$ cat src/rtl/traffic_phase_sched.sv
// Timed phase sequencer for the two-road traffic-light controller: drives the lamp
// decoder's phase code, a per-phase seconds countdown and pedestrian green truncation.
module traffic_phase_sched #(
    parameter int unsigned TICK_DIV = 100000000,
    parameter int unsigned T_GREEN1 = 30,
    parameter int unsigned T_GREEN2 = 20,
    parameter int unsigned T_YELLOW = 5,
    parameter int unsigned T_MIN    = 5
) (
    input  logic       CLK,
    input  logic       RST,
    input  logic       SW1,
    input  logic       PED_REQ,
    output logic [1:0] EN_out,
    output logic [7:0] CNT_out,
    output logic       PHASE_START,
    output logic       PED_PEND
);

    localparam int unsigned PW = (TICK_DIV > 1) ? $clog2(TICK_DIV) : 1;
    localparam logic [PW-1:0] PRESC_MAX = PW'(TICK_DIV - 1);

    localparam logic [1:0] PH_GREEN1  = 2'b00;
    localparam logic [1:0] PH_YELLOW1 = 2'b01;
    localparam logic [1:0] PH_GREEN2  = 2'b10;
    localparam logic [1:0] PH_YELLOW2 = 2'b11;

    localparam logic [7:0] DUR_GREEN1 = 8'(T_GREEN1);
    localparam logic [7:0] DUR_GREEN2 = 8'(T_GREEN2);
    localparam logic [7:0] DUR_YELLOW = 8'(T_YELLOW);
    localparam logic [7:0] DUR_MIN    = 8'(T_MIN);

    logic [PW-1:0] presc;
    logic          tick;
    logic          is_green;
    logic          truncate;
    logic          phase_end;
    logic [1:0]    next_phase;
    logic [7:0]    next_dur;

    assign tick       = SW1 && (presc == PRESC_MAX);
    assign is_green   = ~EN_out[0];
    // A truncation can only fire while CNT_out > T_MIN >= 1, so it never collides with a phase end.
    assign truncate   = PED_PEND && SW1 && is_green && (CNT_out > DUR_MIN);
    assign phase_end  = tick && (CNT_out == 8'd1) && !truncate;
    assign next_phase = EN_out + 2'd1;

    always_comb begin
        next_dur = DUR_GREEN1;
        case (next_phase)
            PH_GREEN1:  next_dur = DUR_GREEN1;
            PH_YELLOW1: next_dur = DUR_YELLOW;
            PH_GREEN2:  next_dur = DUR_GREEN2;
            PH_YELLOW2: next_dur = DUR_YELLOW;
            default:    next_dur = DUR_GREEN1;
        endcase
    end

    always_ff @(posedge CLK or posedge RST) begin
        if (RST) begin
            presc <= '0;
        end else if (SW1) begin
            presc <= tick ? '0 : presc + 1'b1;
        end
    end

    always_ff @(posedge CLK or posedge RST) begin
        if (RST) begin
            EN_out      <= PH_GREEN1;
            CNT_out     <= DUR_GREEN1;
            PHASE_START <= 1'b0;
        end else begin
            PHASE_START <= phase_end;
            if (truncate) begin
                CNT_out <= DUR_MIN;
            end else if (phase_end) begin
                EN_out  <= next_phase;
                CNT_out <= next_dur;
            end else if (tick) begin
                CNT_out <= CNT_out - 8'd1;
            end
        end
    end

    // A new request always wins over a same-cycle clear so it is never lost.
    always_ff @(posedge CLK or posedge RST) begin
        if (RST) begin
            PED_PEND <= 1'b0;
        end else if (PED_REQ) begin
            PED_PEND <= 1'b1;
        end else if (truncate || (phase_end && is_green)) begin
            PED_PEND <= 1'b0;
        end
    end

endmodule

$ cat config.mk
export PLATFORM = sky130hd
export DESIGN_NAME = traffic_phase_sched
export DESIGN_NICKNAME = d
export VERILOG_FILES = /design/src/rtl/traffic_phase_sched.sv
export SDC_FILE = /design/constraint.sdc
export NUM_CORES = 1
export LEC_CHECK = 0
export CAP_MARGIN = 5
export CORE_MARGIN = 2
export CORE_UTILIZATION = 30
export CTS_CLUSTER_SIZE = 40
export DETAILED_ROUTE_END_ITERATION = 10
export GPL_TIMING_DRIVEN = 0
export MAX_ROUTING_LAYER = met4
export PLACE_DENSITY = 0.5
export SYNTH_ARGS = -nofsm -noshare
export SYNTH_HDL_FRONTEND = slang
export SYNTH_SLANG_ARGS = --single-unit
$ cat constraint.sdc
create_clock -name CLK -period 2.8 [get_ports CLK]
set_input_delay 0.28 -clock CLK [delete_from_list [all_inputs] [get_ports CLK]]
set_output_delay 0.28 -clock CLK [all_outputs]
set_load 0.005 [all_outputs]
After elaboration in Yosys (flattened, before gate mapping)
Cells that the tools add are included.
- bits in registers: 39
- bits of input ports: 4
- output and inout port bits: 12
- logic and storage cells: 37
- $add $sub $neg: 3
- magnitude comparators: 1
- eq/ne operators: 5
- multiplexer cells: 7
- bitwise operators: 2
- reduce and logical (&&, ||, !) cells: 14
- operator list (cell ; number):
    27-bit by 1-bit adder with 27-bit output, second input constant ; 1
    27-bit == test, second input constant ; 1
    27-bit 2-to-1 mux ; 1
    8-bit 2-to-1 mux ; 3
    8-bit case mux with 3 select lines ; 1
    8-bit by 1-bit == test with 1-bit output, second input constant ; 1
    8-bit by 3-bit greater-than comparator with 1-bit output, second input constant ; 1
    8-bit by 1-bit subtractor with 8-bit output, second input constant ; 1
    1-bit logical AND ; 7
    2-bit == test, second input constant ; 2
    3-bit nonzero test ; 1
    2-bit by 1-bit adder with 2-bit output, second input constant ; 1
    2-bit by 1-bit == test with 1-bit output, second input constant ; 1
    2-bit logical NOT ; 1
    1-bit 2-to-1 mux ; 2
    1-bit NOT ; 2
    2-bit AND reduction ; 1
    2-bit nonzero test ; 1
    2-bit OR reduction ; 1
    1-bit logical NOT ; 1
    1-bit logical OR ; 1

Logic depth before layout (Yosys ltp)
Gate-level depths: netlist of run 1.
- depth after elaboration: 9
- mapped depth: 9
- depth with buffers taken out: 7

Worst setup path after synthesis of run 1
No wires, ideal clock.
- path kind: register to register
- from: reg presc[8]
- to: reg CNT_out[7]
- setup time: 0.066 ns
- data arrival time: 2.086 ns
- data required time: 2.734 ns
- setup slack: 0.648 ns
- stages on the path, launching flop included: 7
- buffers on the path: 1
- clock period less this slack: 2.152 ns
- cells stage by stage: dfrtp_1 -> or4b_4 -> nor4_4 -> nand3_2 -> buf_6 -> or4_1 -> nand2_1
- cells in the longest elaborated chain, start to end: 6
- elaborated cells on any way between the ends: 7
- those cells by class: eq/ne (1); mux (2); reduce/logical (4)
- RTL lines (what ; line ; RTL):
    from (decl) ; 33 ; logic [PW-1:0] presc;
    from (signal assigned) ; 63 ; presc <= tick ? '0 : presc + 1'b1;
    27-bit == test * ; 41 ; assign tick = SW1 && (presc == PRESC_MAX);
    1-bit logical AND * ; 41 ;
    1-bit logical AND (2 in series) ; 45 ; assign phase_end = tick && (CNT_out == 8'd1) && !truncate;
    8-bit 2-to-1 mux ; 76 ; end else if (phase_end) begin
    8-bit 2-to-1 mux ; 74 ; if (truncate) begin
    to (signal assigned) ; 78 ; CNT_out <= next_dur;
    to (signal assigned) ; 80 ; CNT_out <= CNT_out - 8'd1;
    to (decl) ; 15 ; output logic [7:0] CNT_out,
Every way passes the cells marked *; elsewhere a longest branch is shown, timed or not.
A chain may end at the register's enable or synchronous reset.

Worst setup path in the final report of run 1
- from: reg presc[8]
- to: reg EN_out[1]
- cells in the longest elaborated chain, start to end: 5
- RTL lines (what ; line ; RTL):
    27-bit == test ; 41 ;
    1-bit logical AND ; 41 ;
    1-bit logical AND (2 in series) ; 45 ;
    named net phase_end ; 37 ; logic phase_end;
    2-bit AND reduction (no source line) ; -- ;
    to (signal assigned) ; 77 ; EN_out <= next_phase;
    to (decl) ; 14 ; output logic [1:0] EN_out,
The timed path passes the listed nets, and every way through them passes these cells.

==> run metrics, run 1 <==
DIE HEIGHT=87.4 um; P_leak=between 1 and 1.5 nW; Critical Path Start Type=flop; clock transition at the registers of the reported paths=0.08 ns; Post-Syn Area=2080 um^2; minimum clock period=2.35 ns; CTS tree=yes; Arrival @ worst endpoint=2.54 ns; CTS HTree Levels=2; CP Class=reg2reg; power density over the cells=between 400 and 500 nW/um^2; final worst-path cycle share=a little over four fifths; Synth Register Bits=39; Yosys cell types=39; # placed instances=308; worst-path maximum fanout=10; CTS Hold Bufs=0; routability cong.=0.799; Final ANT Viol Nets=0; Via density=4.91; CP endpoint kind=flop; top cells by area, synth=dfrtp_1 (42%), xnor2_1 (6.7%), dfstp_2 (5.0%); flop-to-flop setup slack=0.45 ns; share of cells above drive strength 1=11.4%; Post-synth EDFFs=0; Routed WL per cell=13.7 um; most frequent cell after synthesis=dfrtp_1; worst hold path class=in2async; clock sink count=39; status=complete, no violations; die area=7630 um^2; vias in the first global route=1,483; Synthesized Nets=roughly 220; initial antenna violation count=0; Final Non-Filler Cells=between 300 and 400; total setup buffers inserted after CTS=0; unrepaired setup endpoints after global routing=false; Final Hold Viols=0; Port Buf Inserts=15; Reg-to-Reg Start=presc[8]; Slew @ Worst Pin=0.831 ns; Detailed Routing Iterations Pass 1=4; Max Root-Sink Buffers=2; DP HPWL=just under 3000 um; Vias=1,551; Core Box Area=6760 um^2; cell taking the most area after synthesis=dfrtp_1; IO Pins=16; post-synthesis area per instance=between 9 and 10 um^2; synth cell count leaders=dfrtp_1 (35), nand2_1 (21), nor2_1 (20); Nets=246; CTS resizes=0; Area Overhead vs Synth=17.0%; Seq/Total Area, Yosys=47.1%; CP startpoint=presc[8]; largest net degree at the start of global routing=40; R2R depth=6; root buffer cell=clkbuf_8; Slew Viols, Final=0; DR iter-0 viols=60; final WL=4340 um; antenna cells=0; final setup fails=0; post-synth top area share=42.0%; global router's overall resource usage=12.8%; first-pass GRT wire length=7310 um; die width=87.4 um; Post-synth ARST share=100%; initial core utilization=30.9%; row cnt=30; relative slew slack=44.5%; DR DRC count=0; post-synthesis cell count=213; Layout Skew=0.0102 ns; max-cap viol count=0; CTS Buf Count=5; later-pin clock latency in the skew report=0.29 ns; setup TNS=0 ns; FF-to-FF End=EN_out[1]; ys flop type=dfrtp_1; peak supply drop=0.274 mV; highest clock rate=0.425 GHz; total of warnings raised by yosys=0; Critical Path RT=approximately 3.0 ns; grt total ovfl=0
[stage by stage]
| stage | power [mW] | hold slack, ns | instance area, um^2 | utilization (%) | setup WS [ns] |
|---|---|---|---|---|---|
| after floorplan | 0.734 | 0.387 | 2080 | - | 0.648 |
| after global placement | 0.764 | 0.476 | 2330 | 34.6 | 0.155 |
| after detailed placement | 0.766 | 0.477 | 2330 | 34.6 | 0.139 |
| after CTS | 1.21 | 0.494 | 2440 | 36.1 | 0.444 |
| after global routing | 1.24 | 0.513 | 2440 | 36.1 | 0.236 |
| final | 1.19 | 0.470 | 2440 | 36.1 | 0.450 |
[flip-flops by register name, indices dropped and copies added, names as in the netlist]
name         cells
EN_out           2
CNT_out          8
presc           27
PHASE_START      1
PED_PEND         1
[final cells by class]
class | instances | area, um^2
clock buffer | 7 | 96.3
clock inverter | 1 | 7.51
inverter | 10 | 37.5
multi-input combinational | 157 | 1030
sequential | 39 | 981
timing repair buffer | 15 | 150
fill | 708 | 4320
buffer | 7 | 38.8
tap | 80 | 100
[cell families after synthesis]
kind of cell             after synthesis  synth area share (%)
multiplexers                           5                  2.52
flip-flops                            39                  47.1
AND/OR/NAND/NOR                      100                  26.3
adder cells (fa/ha/maj)                7                  4.20
AO/OA/AOI/OAI                         22                  6.60
XOR/XNOR                              23                  9.66
buffers and inverters                 17                  3.66
[metal layers]
layer	track usage, %	part of all wire [%]
met3	3.13	2.6
met1	17.2	51
met4	4.06	1.3
met5	-	0
met2	19.1	45
[placed cells by master, fill, tap and decap left out, types with 2 or more instances in the layout]
| cell type | synthesis | routed |
|---|---|---|
| nand3b_1 | 3 | 3 |
| inv_1 | 10 | 9 |
| dfstp_2 | 4 | 4 |
| nand3_1 | 9 | 9 |
| mux2i_1 | 3 | 3 |
| a21oi_1 | 6 | 6 |
| nor3_1 | 7 | 7 |
| or3_1 | 4 | 4 |
| buf_2 | 4 | 4 |
| o211ai_1 | 5 | 5 |
| xor2_1 | 7 | 7 |
| xnor2_1 | 16 | 16 |
| clkbuf_8 | 0 | 7 |
| nand4_1 | 8 | 8 |
| dfrtp_1 | 35 | 35 |
| clkbuf_1 | 2 | 2 |
| or4_1 | 2 | 2 |
| mux2_2 | 2 | 2 |
| nor2_1 | 20 | 20 |
| and4_1 | 2 | 2 |
| and3_1 | 9 | 9 |
| nand2_1 | 21 | 21 |
| o21ai_0 | 6 | 6 |
| nor4_1 | 6 | 6 |
| ha_1 | 7 | 7 |
| clkdlybuf4s50_1 | 0 | 15 |
[critical path, cell delays in order (launching register included)]
cell and delay [ns]:
dfrtp_1 0.45, or4b_4 0.57, nor4_4 0.39, nand3_2 0.14, buf_6 0.17, nor2_2 0.18, mux2_2 0.35
[power breakdown]
group | switching, mW | internal [mW] | total [mW]
Clock | 0.209 | 0.224 | 0.433
Sequential | 0.0508 | 0.607 | 0.658
Combinational | 0.0481 | 0.0488 | 0.0969
Total | 0.308 | 0.880 | 1.19
[worst max path at each step]
stage                      end  depth (start not counted)  slack [ns]
floorplan           CNT_out[7]                          6        0.65
CTS                  EN_out[1]                          6        0.44
global placement     EN_out[1]                          9        0.16
global route         EN_out[1]                          4        0.24
finish               EN_out[1]                          6        0.45
detailed placement   EN_out[1]                          9        0.14
Note: power is estimated with default switching activity, not from simulation.
==> run 2, diff against run 1 <==
==> constraint.sdc (replaced) <==
create_clock -name CLK -period 2.2 [get_ports CLK]
set_input_delay 0.22 -clock CLK [delete_from_list [all_inputs] [get_ports CLK]]
set_output_delay 0.22 -clock CLK [all_outputs]
set_load 0.005 [all_outputs]
==> run 2 against run 1 <==
Count of clock-buffer cells in the layout stayed put; via count is 3.7% higher; non-clock buffer count up 9; sequential share of layout area down 2.0 points; fmax up 7.4%; routed wire length grew 3.8%; sequential cell count unchanged; die area is the same; critical path depth up 1; cell count increased by 2.8%; final area increased by 5.5%; critical path type unchanged.
==> run metrics, run 2 (synthesis gave the netlist of run 1 again) <==
CTS Buf Count=5 (unchanged); DP HPWL=2960 um (unchanged); DR DRC count=0 (unchanged); Reg-to-Reg Start=CNT_out[1]; highest clock rate=0.457 GHz (+7.4%); commonest non-fill, non-tap cell in the layout=dfrtp_1; Final Hold Viols=0 (unchanged); Detailed Routing Iterations Pass 1=4 (unchanged); Critical Path RT=2.38 ns (-0.61 ns); post-route core utilization=38.1% (+2.0 points); die width=87.4 um (unchanged); flop-to-flop setup slack=0.01 ns (-0.44 ns); crit-path max cell delay=0.58 ns (about the same); DP Worst Slack=-0.401 ns (-0.540 ns); critical path, cell by cell=inv_1 > ha_1 > or3b_2 > a31o_2 > nand2_2 > nor4_2 > or2_1; P_leak=1.12 nW (+6.0%); unrepaired setup endpoints after global routing=true; minimum clock period=2.19 ns (-0.161 ns); Slew @ Worst Pin=0.835 ns (+0.00351 ns); Largest regs=presc: 27 flops, CNT_out: 8 flops, EN_out: 2 flops; DR iter-0 viols=85 (+42%); CP endpoint kind=flop; fin area=2570 um^2 (+5.5%); relative slew slack=44.3% (-0.23 points); max-cap viol count=0 (unchanged); filler cell count=694 (-2.0%); initial core utilization=30.9% (unchanged); Layout Skew=0.00836 ns (-0.00183 ns); R2R depth=7 (+1); most frequent cells in the layout=dfrtp_1 (34), nand2_1 (20), nor2_1 (19), xnor2_1 (16), clkdlybuf4s50_1 (15); CP Class=reg2reg; status=complete, no violations; initial antenna violation count=0 (unchanged); DIE HEIGHT=87.4 um (unchanged); IO Pins=16 (unchanged); Vias=1,609 (+3.7%); later-pin clock latency in the skew report=0.29 ns (about the same); vias in the first global route=1,534 (+3.4%); max FFs per register=27 (unchanged); CTS HTree Levels=2 (unchanged); share of cells above drive strength 1=18.0% (+6.5 points); Area Overhead vs Synth=23.4%; clock transition at the registers of the reported paths=0.08 ns (about the same); antenna cells=0 (unchanged); row cnt=30 (unchanged); Via density=4.95 (+0.87%); Tot Pwr=1.52 mW (+28%); largest net degree at the start of global routing=40 (unchanged); clock sink count=39 (unchanged); routability cong.=0.799 (unchanged); peak supply drop=0.348 mV (+27%); worst-path maximum fanout=5 (-5); Nets=255 (+3.7%); Arrival @ worst endpoint=2.37 ns (-0.17 ns); worst hold path class=in2async; Critical Path Start Type=flop; Port Buf Inserts=15 (unchanged); Final ANT Viol Nets=0 (unchanged); FF-to-FF End=CNT_out[5]; root buffer cell=clkbuf_8; final WL=4500 um (+3.8%); global router's overall resource usage=13.2% (+0.43 points); Area after DPL=2330 um^2 (unchanged); grt total ovfl=0 (unchanged); final setup fails=0 (unchanged); Routed WL per cell=13.8 um (+0.91%); Crit-path slowest cell=dfstp_2; Slew Viols, Final=0 (unchanged); power density over the cells=592 nW/um^2 (+21%); first-pass GRT wire length=7600 um (+4.0%); setup ws final=0.0110 ns (-0.439 ns); Reg with most FFs=presc; Core Box Area=6760 um^2 (unchanged); die area=7630 um^2 (unchanged); CTS tree=yes; final worst-path cycle share=99.5% (+16 points); Max Root-Sink Buffers=2 (unchanged)
run 2: routing by layer:
layer,share of wire (%),vias up,global-route usage [%],wire (um)
met1,51,767,17.9,2310
li1,-,810,-,-
met2,45,26,19.8,2010
met4,1.3,0,4.06,58
met5,0,-,-,0
met3,2.7,6,3.13,123
run 2: how the worst max path moves through the flow:
stage / to / startpoint / slack (ns)
after floorplan: CNT_out[7] / presc[8] / 0.05
after global placement: EN_out[1] / SW1 / -0.38
after detailed placement: EN_out[1] / SW1 / -0.40
after CTS: EN_out[1] / presc[8] / -0.007
after global routing: CNT_out[3] / presc[9] / -0.11
final: CNT_out[5] / CNT_out[1] / 0.01
run 2: final cells by class:
type                            count  area [um^2]  share of cell area [%]
Clock inverter                      1         7.51                   0.292
Buffer                              6         51.3                    1.99
Timing Repair Buffer               25          225                    8.75
Tap cell                           80          100                    3.89
Clock buffer                        7         96.3                    3.75
Sequential cell                    39          982                    38.2
Multi-Input combinational cell    157         1070                    41.7
Inverter                           10         37.5                    1.46
run 2: worst max-delay path: cells and delay by family (launching register included):
family                   cells  cell delay [ns]
AND/OR/NAND/NOR              4             0.88
flip-flops                   1             0.58
AO/OA/AOI/OAI                1             0.30
adder cells (fa/ha/maj)      1             0.22
buffers and inverters        1             0.07
run 2: what timing repair did:
| action | CTS | global route |
|---|---|---|
| setup endpoints to repair | 16 | 21 |
| resized for setup | 7 | 11 |
| buffers inserted | 8 | 2 |
| hold endpoints to repair | 0 | 0 |
| pin swaps | 9 | 5 |
| hold buffers | 0 | 0 |
run 2: report_power, final:
part           total [mW]  internal, mW  switching (mW)
clock               0.550         0.286           0.264
sequential          0.839         0.772          0.0668
combinational       0.134        0.0701          0.0636
run 2: through the flow:
step           hold WS (ns)  std cells  TNS [ns]
6_report              0.409        325         0
5_1_grt               0.472        325    -0.380
4_1_cts               0.449        323  -0.00675
3_5_place_dp          0.477        308     -6.65
3_3_place_gp          0.476        308     -5.90
2_1_floorplan         0.327        213         0
==> run 3, diff against run 2 <==
--- a/config.mk
+++ b/config.mk
@@ -6,7 +6,6 @@
 export NUM_CORES = 1
 export LEC_CHECK = 0
 export CAP_MARGIN = 5
-export CORE_MARGIN = 2
 export CORE_UTILIZATION = 30
 export CTS_CLUSTER_SIZE = 40
 export DETAILED_ROUTE_END_ITERATION = 10
==> run 3 against run 2 <==
Register-to-register slack hardly changed; critical path depth unchanged; count of clock-buffer cells in the layout down 1; fmax up 0.34%; global-route usage up 0.80 points; routed wire length down 0.38%; core utilization rose by 0.61 points; critical path type unchanged; critical endpoint unchanged.
==> run metrics, run 3 (synthesis gave the netlist of run 1 again) <==
clock sink count=39 (unchanged); Final Hold Viols=0 (unchanged); Sequential Area=982 um^2 (unchanged); DP HPWL=2960 um (+0.14%); Max Root-Sink Buffers=2 (unchanged); IO Pins=16 (unchanged); initial core utilization=30.9% (unchanged); Vias=1,630 (+1.3%); CTS tree=yes; unrepaired setup endpoints after global routing=true; Sw Ratio=24.4% (-1.5 points); status=complete, no violations; row cnt=30 (unchanged); vias in the first global route=1,640 (+6.9%); power density over the cells=608 nW/um^2 (+2.8%); commonest non-fill, non-tap cell in the layout=dfrtp_1; P_leak=1.15 nW (+2.6%); root buffer cell=clkbuf_8; max-cap viol count=0 (unchanged); filler cell count=698 (+0.58%); area occupied by multi-input gates=1070 um^2 (+0.12%); final worst-path cycle share=99.2% (-0.34 points); Layout Skew=0.00879 ns (+0.000434 ns); R2R depth=7 (unchanged); Via density=4.95 (about the same); CP endpoint kind=flop; minimum clock period=2.18 ns (-0.00750 ns); Arrival @ worst endpoint=2.36 ns (about the same); Final ANT Viol Nets=0 (unchanged); Nets=259 (+1.6%); routability cong.=0.774 (-3.0%); Reg-to-Reg Start=CNT_out[1]; CP Class=reg2reg; clock power share=39.7% (+3.6 points); Routed WL per cell=13.6 um (-1.6%); worst hold path class=in2async; Critical Path Start Type=flop; flop-to-flop setup slack=0.02 ns (about the same); share of cells above drive strength 1=19.3% (+1.3 points); relative slew slack=44.3% (about the same); largest net degree at the start of global routing=40 (unchanged); first-pass GRT wire length=7870 um (+3.6%); CTS HTree Levels=2 (unchanged); Final Non-Filler Cells=329 (+1.2%); global router's overall resource usage=14.0% (+0.80 points); Critical Path RT=2.38 ns (about the same); peak supply drop=0.412 mV (+19%); Core Box Area=6760 um^2 (unchanged); DIE HEIGHT=85.4 um (-2.3%); Reg with most FFs=presc; antenna cells=0 (unchanged); final setup fails=0 (unchanged); fin area=2610 um^2 (+1.6%); final WL=4480 um (-0.38%); Combinational Power Share=7.7% (-1.1 points); initial antenna violation count=0 (unchanged); max FFs per register=27 (unchanged); Pint=1.20 mW (+6.6%); post-route core utilization=38.7% (+0.61 points); FF-to-FF End=CNT_out[5]; Area Overhead vs Synth=25.4%; worst-path maximum fanout=5 (unchanged); CTS Buf Count=5 (unchanged); Largest regs=presc: 27 flops, CNT_out: 8 flops, EN_out: 2 flops; Slew Viols, Final=0 (unchanged); grt total ovfl=0 (unchanged); DR iter-0 viols=77 (-9.4%); Slew @ Worst Pin=0.834 ns (-0.000639 ns); Area after DPL=2330 um^2 (unchanged); die width=85.4 um (-2.3%); # placed instances=308 (unchanged); later-pin clock latency in the skew report=0.30 ns (about the same); Tot Pwr=1.59 mW (+4.4%); Port Buf Inserts=15 (unchanged); most frequent cells in the layout=dfrtp_1 (34), nand2_1 (21), nor2_1 (20), xnor2_1 (16), clkdlybuf4s50_1 (15); setup TNS=0 ns (unchanged); Detailed Routing Iterations Pass 1=4 (unchanged); clock transition at the registers of the reported paths=0.08 ns (about the same); DR DRC count=0 (unchanged); Reg power frac=52.5% (-2.6 points); die area=7290 um^2 (-4.5%); Net Switching=388 uW (-1.8%); highest clock rate=0.458 GHz (+0.34%)
## run 3: how the worst max path moves through the flow
stage | startpoint | cells past startpoint | endpoint
6_report | CNT_out[1] | 7 | CNT_out[5]
5_1_grt | CNT_out[1] | 7 | CNT_out[5]
4_1_cts | presc[12] | 6 | EN_out[1]
3_5_place_dp | SW1 | 9 | EN_out[1]
3_3_place_gp | SW1 | 9 | EN_out[1]
2_1_floorplan | presc[8] | 6 | CNT_out[7]
## run 3: cell type report
class,count,area share (%)
Multi-Input combinational cell,157,41.1
Timing Repair Buffer,29,9.91
Clock buffer,6,3.16
Buffer,6,1.68
Sequential cell,39,37.6
Tap cell,80,3.83
Inverter,10,1.44
Clock inverter,2,1.34
## run 3: timing repair
action	4_1_cts	5_1_grt
setup endpoints to repair	19	21
setup buffers	10	4
endpoints found under the hold margin	0	0
resized for setup	4	13
hold buffers	0	0
pin swaps	5	7
## run 3: metrics by stage
stage / setup WS, ns / hold slack [ns]
finish: 0.0185 / 0.403
global route: -0.0646 / 0.490
CTS: 0.0116 / 0.446
detailed placement: -0.354 / 0.483
global placement: -0.370 / 0.479
floorplan: 0.0476 / 0.327
## run 3: power by group through the flow
| stage | Sequential, mW | Clock [mW] | Combinational, mW |
|---|---|---|---|
| floorplan | 0.834 | 0 | 0.0997 |
| global placement | 0.847 | 0 | 0.123 |
| detailed placement | 0.849 | 0 | 0.124 |
| CTS | 0.835 | 0.654 | 0.125 |
| global route | 0.849 | 0.682 | 0.148 |
| finish | 0.835 | 0.632 | 0.123 |
## run 3: routing by layer
metal | track usage (%) | vias up | wire, um
met3 | 2.63 | 4 | 120
li1 | - | 820 | -
met2 | 21.0 | 21 | 2030
met1 | 19.4 | 785 | 2290
met4 | 4.09 | 0 | 44
met5 | - | - | 0
## run 3: critical path, cell delays in order (launching register included)
cell and delay [ns]:
dfstp_2 0.57, inv_1 0.07, ha_1 0.22, or3b_2 0.49, a31o_2 0.30, nand2_1 0.16, nor4_4 0.04, or2_1 0.23
